### config.mk
export PLATFORM = sky130hd
export DESIGN_NAME = mmc3_a12_scanline_irq
export DESIGN_NICKNAME = d
export VERILOG_FILES = /design/src/rtl/mmc3_irq_pkg.sv /design/src/rtl/mmc3_a12_scanline_irq_a12_edge_filter.sv /design/src/rtl/mmc3_a12_scanline_irq.sv
export SDC_FILE = /design/constraint.sdc
export NUM_CORES = 1
export LEC_CHECK = 0
export CAP_MARGIN = 20
export CORE_AREA = 2 2 68 70
export CTS_CLUSTER_DIAMETER = 30
export DETAILED_ROUTE_END_ITERATION = 10
export DIE_AREA = 0 0 70 72
export GPL_TIMING_DRIVEN = 0
export MAX_ROUTING_LAYER = met4
export SYNTH_ARGS = -nofsm -noshare
export SYNTH_HDL_FRONTEND = slang
export SYNTH_SLANG_ARGS = --single-unit
### constraint.sdc
create_clock -name m2 -period 2.8 [get_ports m2]
set_input_delay 0.56 -clock m2 [delete_from_list [all_inputs] [get_ports m2]]
set_output_delay 0.56 -clock m2 [all_outputs]
set_load 0.02 [all_outputs]
### src/rtl/mmc3_irq_pkg.sv
// Shared constants and types for the MMC3-family scanline IRQ block.
package mmc3_irq_pkg;

  localparam int unsigned CNT_W_DEF       = 8;
  localparam int unsigned A12_LOW_MIN_DEF = 3;
  localparam int unsigned LOW_CNT_W       = 3;
  localparam logic [LOW_CNT_W-1:0] LOW_CNT_MAX = '1;

  typedef enum logic [1:0] {
    REG_LATCH   = 2'd0,
    REG_RELOAD  = 2'd1,
    REG_DISABLE = 2'd2,
    REG_ENABLE  = 2'd3
  } reg_sel_e;

  typedef enum logic [1:0] {
    SS_LATCH = 2'd0,
    SS_CNT   = 2'd1,
    SS_FILT  = 2'd2,
    SS_FLAGS = 2'd3
  } ss_idx_e;

  // Bit order matches the save-state flags byte {reload_pend, irq_en, irq_flag}.
  typedef struct packed {
    logic reload_pend;
    logic irq_en;
    logic irq_flag;
  } irq_flags_t;

endpackage

### src/rtl/mmc3_a12_scanline_irq_a12_edge_filter.sv
// PPU A12 low-time filter: a rise only clocks the counter after enough low m2 samples.
module a12_edge_filter
  import mmc3_irq_pkg::*;
#(
  parameter int unsigned A12_LOW_MIN = A12_LOW_MIN_DEF
) (
  input  logic                 m2,
  input  logic                 map_rst,
  input  logic                 ppu_a12,
  input  logic                 ss_ld,
  input  logic [LOW_CNT_W-1:0] ss_low_cnt,
  input  logic                 ss_a12,
  output logic                 clk_evt_c,
  output logic                 a12_q,
  output logic [LOW_CNT_W-1:0] low_cnt_q
);

  logic                 a12_d;
  logic [LOW_CNT_W-1:0] low_cnt_d;

  assign clk_evt_c = ppu_a12 && !a12_q && (low_cnt_q >= LOW_CNT_W'(A12_LOW_MIN));

  // Saturating low-sample counter; any high sample clears it.
  always_comb begin
    a12_d     = ppu_a12;
    low_cnt_d = '0;
    if (!ppu_a12) begin
      low_cnt_d = (low_cnt_q == LOW_CNT_MAX) ? low_cnt_q : low_cnt_q + LOW_CNT_W'(1);
    end
    if (ss_ld) begin
      a12_d     = ss_a12;
      low_cnt_d = ss_low_cnt;
    end
  end

  always_ff @(posedge m2 or posedge map_rst) begin
    if (map_rst) begin
      a12_q     <= 1'b0;
      low_cnt_q <= '0;
    end else begin
      a12_q     <= a12_d;
      low_cnt_q <= low_cnt_d;
    end
  end

endmodule

### src/rtl/mmc3_a12_scanline_irq.sv
// MMC3 scanline IRQ: A12-clocked reload/decrement counter with Rev A/B fire rules
// and a save-state window over all architectural state.
module mmc3_a12_scanline_irq
  import mmc3_irq_pkg::*;
#(
  parameter int unsigned A12_LOW_MIN = A12_LOW_MIN_DEF,
  parameter int unsigned CNT_W       = CNT_W_DEF
) (
  input  logic       m2,
  input  logic       map_rst,
  input  logic       ppu_a12,
  input  logic       irq_rev_a,
  input  logic       reg_we,
  input  logic [1:0] reg_sel,
  input  logic [7:0] reg_dat,
  input  logic       ss_we,
  input  logic [1:0] ss_addr,
  input  logic [7:0] ss_wdat,
  output logic [7:0] ss_rdat,
  output logic       irq_out
);

  logic                 clk_evt_c;
  logic                 a12_q;
  logic [LOW_CNT_W-1:0] low_cnt_q;
  logic                 ss_filt_ld_c;

  logic [CNT_W-1:0]     latch_q, latch_d;
  logic [CNT_W-1:0]     cnt_q, cnt_d;
  logic [CNT_W-1:0]     cnt_nxt_c;
  irq_flags_t           flags_q, flags_d;
  logic                 reload_c;
  logic                 fire_c;

  assign ss_filt_ld_c = ss_we && (ss_addr == SS_FILT);

  a12_edge_filter #(
    .A12_LOW_MIN (A12_LOW_MIN)
  ) u_filt (
    .m2         (m2),
    .map_rst    (map_rst),
    .ppu_a12    (ppu_a12),
    .ss_ld      (ss_filt_ld_c),
    .ss_low_cnt (ss_wdat[4:2]),
    .ss_a12     (ss_wdat[1]),
    .clk_evt_c  (clk_evt_c),
    .a12_q      (a12_q),
    .low_cnt_q  (low_cnt_q)
  );

  // Counter step uses pre-write state; Rev A suppresses the repeat fire of a parked zero.
  always_comb begin
    reload_c  = flags_q.reload_pend || (cnt_q == '0);
    cnt_nxt_c = reload_c ? latch_q : cnt_q - CNT_W'(1);
    fire_c    = clk_evt_c && flags_q.irq_en && (cnt_nxt_c == '0) &&
                (!irq_rev_a || (cnt_q != '0) || flags_q.reload_pend);
  end

  // Priority, lowest to highest: counter step, register write, save-state write.
  always_comb begin
    latch_d = latch_q;
    cnt_d   = cnt_q;
    flags_d = flags_q;

    if (clk_evt_c) begin
      cnt_d = cnt_nxt_c;
      if (reload_c) flags_d.reload_pend = 1'b0;
    end
    if (fire_c) flags_d.irq_flag = 1'b1;

    if (reg_we) begin
      case (reg_sel)
        REG_LATCH:   latch_d = CNT_W'(reg_dat);
        REG_RELOAD: begin
          cnt_d               = '0;
          flags_d.reload_pend = 1'b1;
        end
        REG_DISABLE: begin
          flags_d.irq_en   = 1'b0;
          flags_d.irq_flag = 1'b0;
        end
        REG_ENABLE:  flags_d.irq_en = 1'b1;
        default: ;
      endcase
    end

    if (ss_we) begin
      case (ss_addr)
        SS_LATCH: latch_d = CNT_W'(ss_wdat);
        SS_CNT:   cnt_d   = CNT_W'(ss_wdat);
        SS_FLAGS: flags_d = irq_flags_t'(ss_wdat[2:0]);
        default: ;
      endcase
    end
  end

  always_ff @(posedge m2 or posedge map_rst) begin
    if (map_rst) begin
      latch_q <= '0;
      cnt_q   <= '0;
      flags_q <= '0;
    end else begin
      latch_q <= latch_d;
      cnt_q   <= cnt_d;
      flags_q <= flags_d;
    end
  end

  always_comb begin
    ss_rdat = '0;
    case (ss_addr)
      SS_LATCH: ss_rdat = 8'(latch_q);
      SS_CNT:   ss_rdat = 8'(cnt_q);
      SS_FILT:  ss_rdat = {3'b000, low_cnt_q, a12_q, 1'b0};
      SS_FLAGS: ss_rdat = {5'b00000, flags_q};
      default: ;
    endcase
  end

  assign irq_out = flags_q.irq_flag;

endmodule
==> results of run 1 <==
## repair_timing
| action | in CTS | in global routing |
|---|---|---|
| resized for setup | 9 | 1 |
| setup endpoints to repair | 8 | 1 |
| cloned | 0 | 0 |
| endpoints found under the hold margin | 0 | 0 |
| pin swaps | 0 | 0 |
## Yosys cell counts (2+ instances only)
cell and number:
dfrtp_1 23, nand2_1 20, mux2i_1 18, o21ai_0 13, nor2_1 11, a22o_1 9, inv_1 7, ha_1 5
o21ai_1 5, clkbuf_1 4, a21oi_1 3, buf_1 3, nand3_1 3, nand3b_1 3, nor3_1 3, nor3b_1 3
o211ai_1 3, o21a_1 3, o2bb2ai_1 3, xor2_1 3, mux2_2 2, mux4_2 2, nand4b_1 2, nor2b_1 2
nor3b_2 2, o31ai_1 2
## cells by family after synthesis
kind of cell,share of synthesized area
multiplexers,0.147
adder cells (fa/ha/maj),0.0371
AND/OR/NAND/NOR,0.187
flip-flops,0.342
AO/OA/AOI/OAI,0.227
buffers and inverters,0.0386
XOR/XNOR,0.0208
## stage by stage
stage               utilization  power [µW]  cells  hold slack (ps)  setup WS, ps
global placement          0.490        1110    267              572          -498
CTS                       0.501        1330    271              584          47.2
finish                    0.501        1330    271              586          52.2
global route              0.501        1430    271              612          2.28
floorplan                     -         922    181              545           703
detailed placement        0.490        1130    267              564          -513
## cell type report
| type | instances | area share |
|---|---|---|
| Multi-Input combinational cell | 142 | 0.488 |
| Sequential cell | 23 | 0.269 |
| Timing Repair Buffer | 34 | 0.157 |
| Tap cell | 52 | 0.0304 |
| Buffer | 9 | 0.0217 |
| Clock buffer | 4 | 0.0211 |
| Inverter | 7 | 0.0123 |
## routing by layer
layer / global-route usage / vias to the layer above / part of all wire
li1: - / 745 / -
met5: - / - / 0
met4: 0.0470 / 0 / 0.013
met1: 0.255 / 773 / 0.44
met3: 0.0208 / 4 / 0.033
met2: 0.348 / 35 / 0.51
## critical path: cells and delay by family
family   cells  cell delay (ps)
buf+inv      3             1100
mux          1              520
## cell usage in the layout (no fill, tap or decap), types with 5 or more instances in the layout
cell / instances
dfrtp_1: 23
nand2_1: 20
o21ai_0: 13
ha_1: 5
dlygate4sd2_1: 5
mux2i_1: 18
inv_1: 7
o21ai_1: 5
a22o_1: 9
nor2_1: 11
clkbuf_1: 5
clkdlybuf4s50_1: 28
## worst max-delay path by stage
stage	from	endpoint	slack, ps	depth (start not counted)
final	ss_addr[0]	ss_rdat[2]	50	4
after global routing	ss_addr[0]	ss_rdat[2]	2	4
after CTS	ss_addr[0]	ss_rdat[2]	50	4
after detailed placement	ss_addr[0]	ss_rdat[2]	-510	4
after global placement	ss_addr[0]	ss_rdat[2]	-500	4
after floorplan	ss_addr[0]	ss_rdat[1]	700	2
## power by group through the flow
stage          clock network (µW)  logic (µW)  registers (µW)
2_1_floorplan                   0         454             468
3_3_place_gp                    0         622             492
3_5_place_dp                    0         632             494
4_1_cts                       218         627             487
5_1_grt                       235         696             501
6_report                      212         629             489
## registers in the layout, indices dropped and copies added (netlist names)
name and count:
u_filt.a12_q 1, u_filt.low_cnt_q 3, cnt_q 8, flags_q 2, latch_q 8, irq_out 1
==> flow_summary.toml, run 1 <==
[status]
outcome = "completed"

[clocking]
clock_latency_ps = 270
cts_buffers = 3
clock_sink_count = 23
clockRootBuffer = "clkbuf_8"
cts_tree = "built"
htree_levels = 1
path_clk_slew_ps = 80
clk_path_buf_depth = 2
post_cts_buffers = 0
hold_buffers = 0

[power]
clockPowerShare = 0.160
vdd_drop_max_uv = 236
switching_power_uw = 534
swShare = 0.401
p_per_area_nw_per_um2 = 622
combPwrFrac = 0.473
p_leak_uw = 0.000908
p_int_uw = 796
seq_power_share = 0.367

[final_layout]
regArea_um2 = 576
drive_above_1_share = 0.0868
n_antenna_cell = 0
n_fill_cell = 420
area_delta_synth_final_pct = 27.0
stdcell_area_um2 = 2140
multi_input_area_um2 = 1040
nets = 251

[logic_synthesis]
synth_top_area_cell = "dfrtp_1"
synth_cells = 181
syn_nets = 212
synth-seq-area-share = 0.342
synth_ff_type = "dfrtp_1"
synth-edff-count = 0
async_flop_share = 1.00
syn_area_um2 = 1680
synth.avg_cell_area_um2 = 9.30
yosys_warnings = 0
synth_top_area_share = 0.342
yosys-top-cells-area = "dfrtp_1 (34%), mux2i_1 (11%), a22o_1 (4.7%)"
synth_cell_type_count = 50
ys_seq_elements = 23

[floorplanning]
fp.dieH_um = 72
die_w_um = 70
start_util = 0.395
ios = 35
coreArea_um2 = 4260
rows = 24
die_area_um2 = 5040

[sta]
hold_viol_final = 0
finalClockSkew_ps = 5.16
max_freq_ghz = 0.364
setup_tns_ps = 0
rsz0062_at_grt = "no"
min_period_ps = 2750
worst_pin_slew_ps = 953
fin_crit_sh = 0.981
slew_headroom = 0.364
final_max_slew_viol_count = 0
setup_violations = 0

[placement]
gp_congestion = 0.972
port_buffers = 34
dpl.hpwl_um = 3620
dpl-instance-area_um2 = 2090

[routing]
drt-total-wl_um = 4720
wl_per_cell_um = 17.4
num_vias = 1557
first_iter_violations = 88
antenna_left = 0
dr.pass1.iters = 4
drc = 0
avgViaCountPerCell = 5.75

[worst_setup_path]
r2r-end = "irq_out"
start_kind = "primary input"
slowest_delay_ps = 540
arrival_ps = 2190
path_cells = "clkdlybuf4s50_1, buf_4, mux4_2, dlygate4sd2_1"
path_max_fanout = 10
cp.required_ps = 2240
cp_slowest_cell = "clkdlybuf4s50_1"
ff2ff_setup_slack_ps = 790
path_class = "primary input to output pin"
r2r_cells = 7
critPathCaptureType = "output pin"
r2r-start = "cnt_q[0]"

[global_route]
grt_usage = 0.201
grt.overflow.total = 0
grt_max_degree = 24
antenna_found_initial = 0
grt_pass1_wl_um = 7820
grt_pass1_vias = 1595

[hold_path]
hold_end = "irq_out"
min_path_type = "register to register"
hold_depth = 2
min_from = "irq_out"

[flow_run]
maxCapViolCount = 0
Note: power is estimated with default switching activity, not from simulation.
==> run 2, diff against run 1 <==
RECOVER_POWER = 50   (was unset)
==> flow_summary.toml, run 2 (synthesis gave the netlist of run 1 again) <==
[hold_path]
hold_depth = 2
min_path_type = "register to register"
hold_end = "irq_out"
min_from = "irq_out"

[floorplanning]
die_area_um2 = 5040
start_util = 0.395
ios = 35
fp.dieH_um = 72
rows = 24
die_w_um = 70
coreArea_um2 = 4260

[final_layout]
n_antenna_cell = 0
utilization = 0.501
top_regs = "cnt_q (8), latch_q (8), u_filt.low_cnt_q (3)"
stdcell_count = 271
n_fill_cell = 420
layout_commonest_cell = "clkdlybuf4s50_1"
drive_above_1_share = 0.0868
multi_input_area_um2 = 1040
final_cell_mix = "clkdlybuf4s50_1 (27), dfrtp_1 (23), nand2_1 (20), mux2i_1 (18), o21ai_0 (13)"
nets = 251
area_delta_synth_final_pct = 27.0
regArea_um2 = 576

[clocking]
htree_levels = 1
hold_buffers = 0
cts_buffers = 3
clockRootBuffer = "clkbuf_8"
cts_tree = "built"
path_clk_slew_ps = 80
clk_path_buf_depth = 2
clock_latency_ps = 270
clock_sink_count = 23

[power]
vdd_drop_max_uv = 236
swShare = 0.401
combPwrFrac = 0.473
p_int_uw = 796
p_leak_uw = 0.000909
p_total_uw = 1330
clockPowerShare = 0.160
p_per_area_nw_per_um2 = 622
seq_power_share = 0.367
switching_power_uw = 534

[routing]
dr.pass1.iters = 4
avgViaCountPerCell = 5.75
first_iter_violations = 88
num_vias = 1557
antenna_left = 0
drt-total-wl_um = 4720
drc = 0
wl_per_cell_um = 17.4

[sta]
finalClockSkew_ps = 5.16
hold_viol_final = 0
max_freq_ghz = 0.364
final_max_slew_viol_count = 0
hold_slack_ps = 586
slew_headroom = 0.364
setup_violations = 0
worst_pin_slew_ps = 953
rsz0062_at_grt = "no"
fin_crit_sh = 0.981
min_period_ps = 2750

[flow_run]
maxCapViolCount = 0

[worst_setup_path]
path_cells = "clkdlybuf4s50_1, buf_4, mux4_2, dlygate4sd2_1"
path_max_fanout = 10
path_class = "primary input to output pin"
cp_slowest_cell = "clkdlybuf4s50_1"
r2r-end = "irq_out"
start_kind = "primary input"
r2r-start = "cnt_q[0]"
arrival_ps = 2190
r2r_cells = 7
ff2ff_setup_slack_ps = 790
critPathLaunch = "ss_addr[0]"
slowest_delay_ps = 540
critPathCaptureType = "output pin"
cp.required_ps = 2240

[global_route]
grt_usage = 0.201
grt_pass1_wl_um = 7820
antenna_found_initial = 0
grt_max_degree = 24
grt_pass1_vias = 1595
grt.overflow.total = 0

[placement]
port_buffers = 34
dp_cells = 267
dpl.hpwl_um = 3620
gp_congestion = 0.972

[status]
outcome = "completed"
-- run 2: changes by cell type in the layout (fill, tap and decap cells not counted), sizes merged --
cell           delta
clkdlybuf4s50     -1
dlygate4sd3       +1
-- run 2: final cells by class --
class,count,share of cell area
clock buffer,4,0.0211
multi-input combinational,142,0.488
sequential,23,0.269
timing repair buffer,34,0.157
tap,52,0.0304
inverter,7,0.0123
buffer,9,0.0217
-- run 2: timing repair --
| action | CTS | global route |
|---|---|---|
| buffers inserted | 0 | 0 |
| gates resized for setup | 9 | 1 |
| cloned | 0 | 0 |
| endpoints found under the setup margin | 8 | 1 |
-- run 2: worst max-delay path by stage --
stage                             to  slack [ps]
final                     ss_rdat[2]          50
after global routing      ss_rdat[2]           2
after CTS                 ss_rdat[2]          50
after detailed placement  ss_rdat[2]        -510
after global placement    ss_rdat[2]        -500
after floorplan           ss_rdat[1]         700
-- run 2: metrics by stage --
stage          setup TNS, ps  cell area, µm²  setup slack (ps)
6_report                   0            2140              52.2
5_1_grt                    0            2140              2.28
4_1_cts                    0            2140              47.2
3_5_place_dp           -2910            2090              -513
3_3_place_gp           -2780            2090              -498
2_1_floorplan              0            1680               703
-- run 2: layer usage --
layer,vias to the layer above,global-route usage,share of wire
met2,35,0.348,0.51
met1,773,0.255,0.44
met5,-,-,0
li1,745,-,-
met3,4,0.0208,0.033
met4,0,0.0470,0.013
-- run 2: power groups by stage --
| stage | clock network [µW] | logic (µW) | registers [µW] |
|---|---|---|---|
| finish | 212 | 629 | 489 |
| detailed placement | 0 | 632 | 494 |
| floorplan | 0 | 454 | 468 |
| global placement | 0 | 622 | 492 |
| CTS | 218 | 627 | 487 |
| global route | 235 | 696 | 501 |
-- run 2: critical path, delay by kind of cell --
kind,cells,cell delay (ps)
buffers and inverters,3,1100
multiplexers,1,520
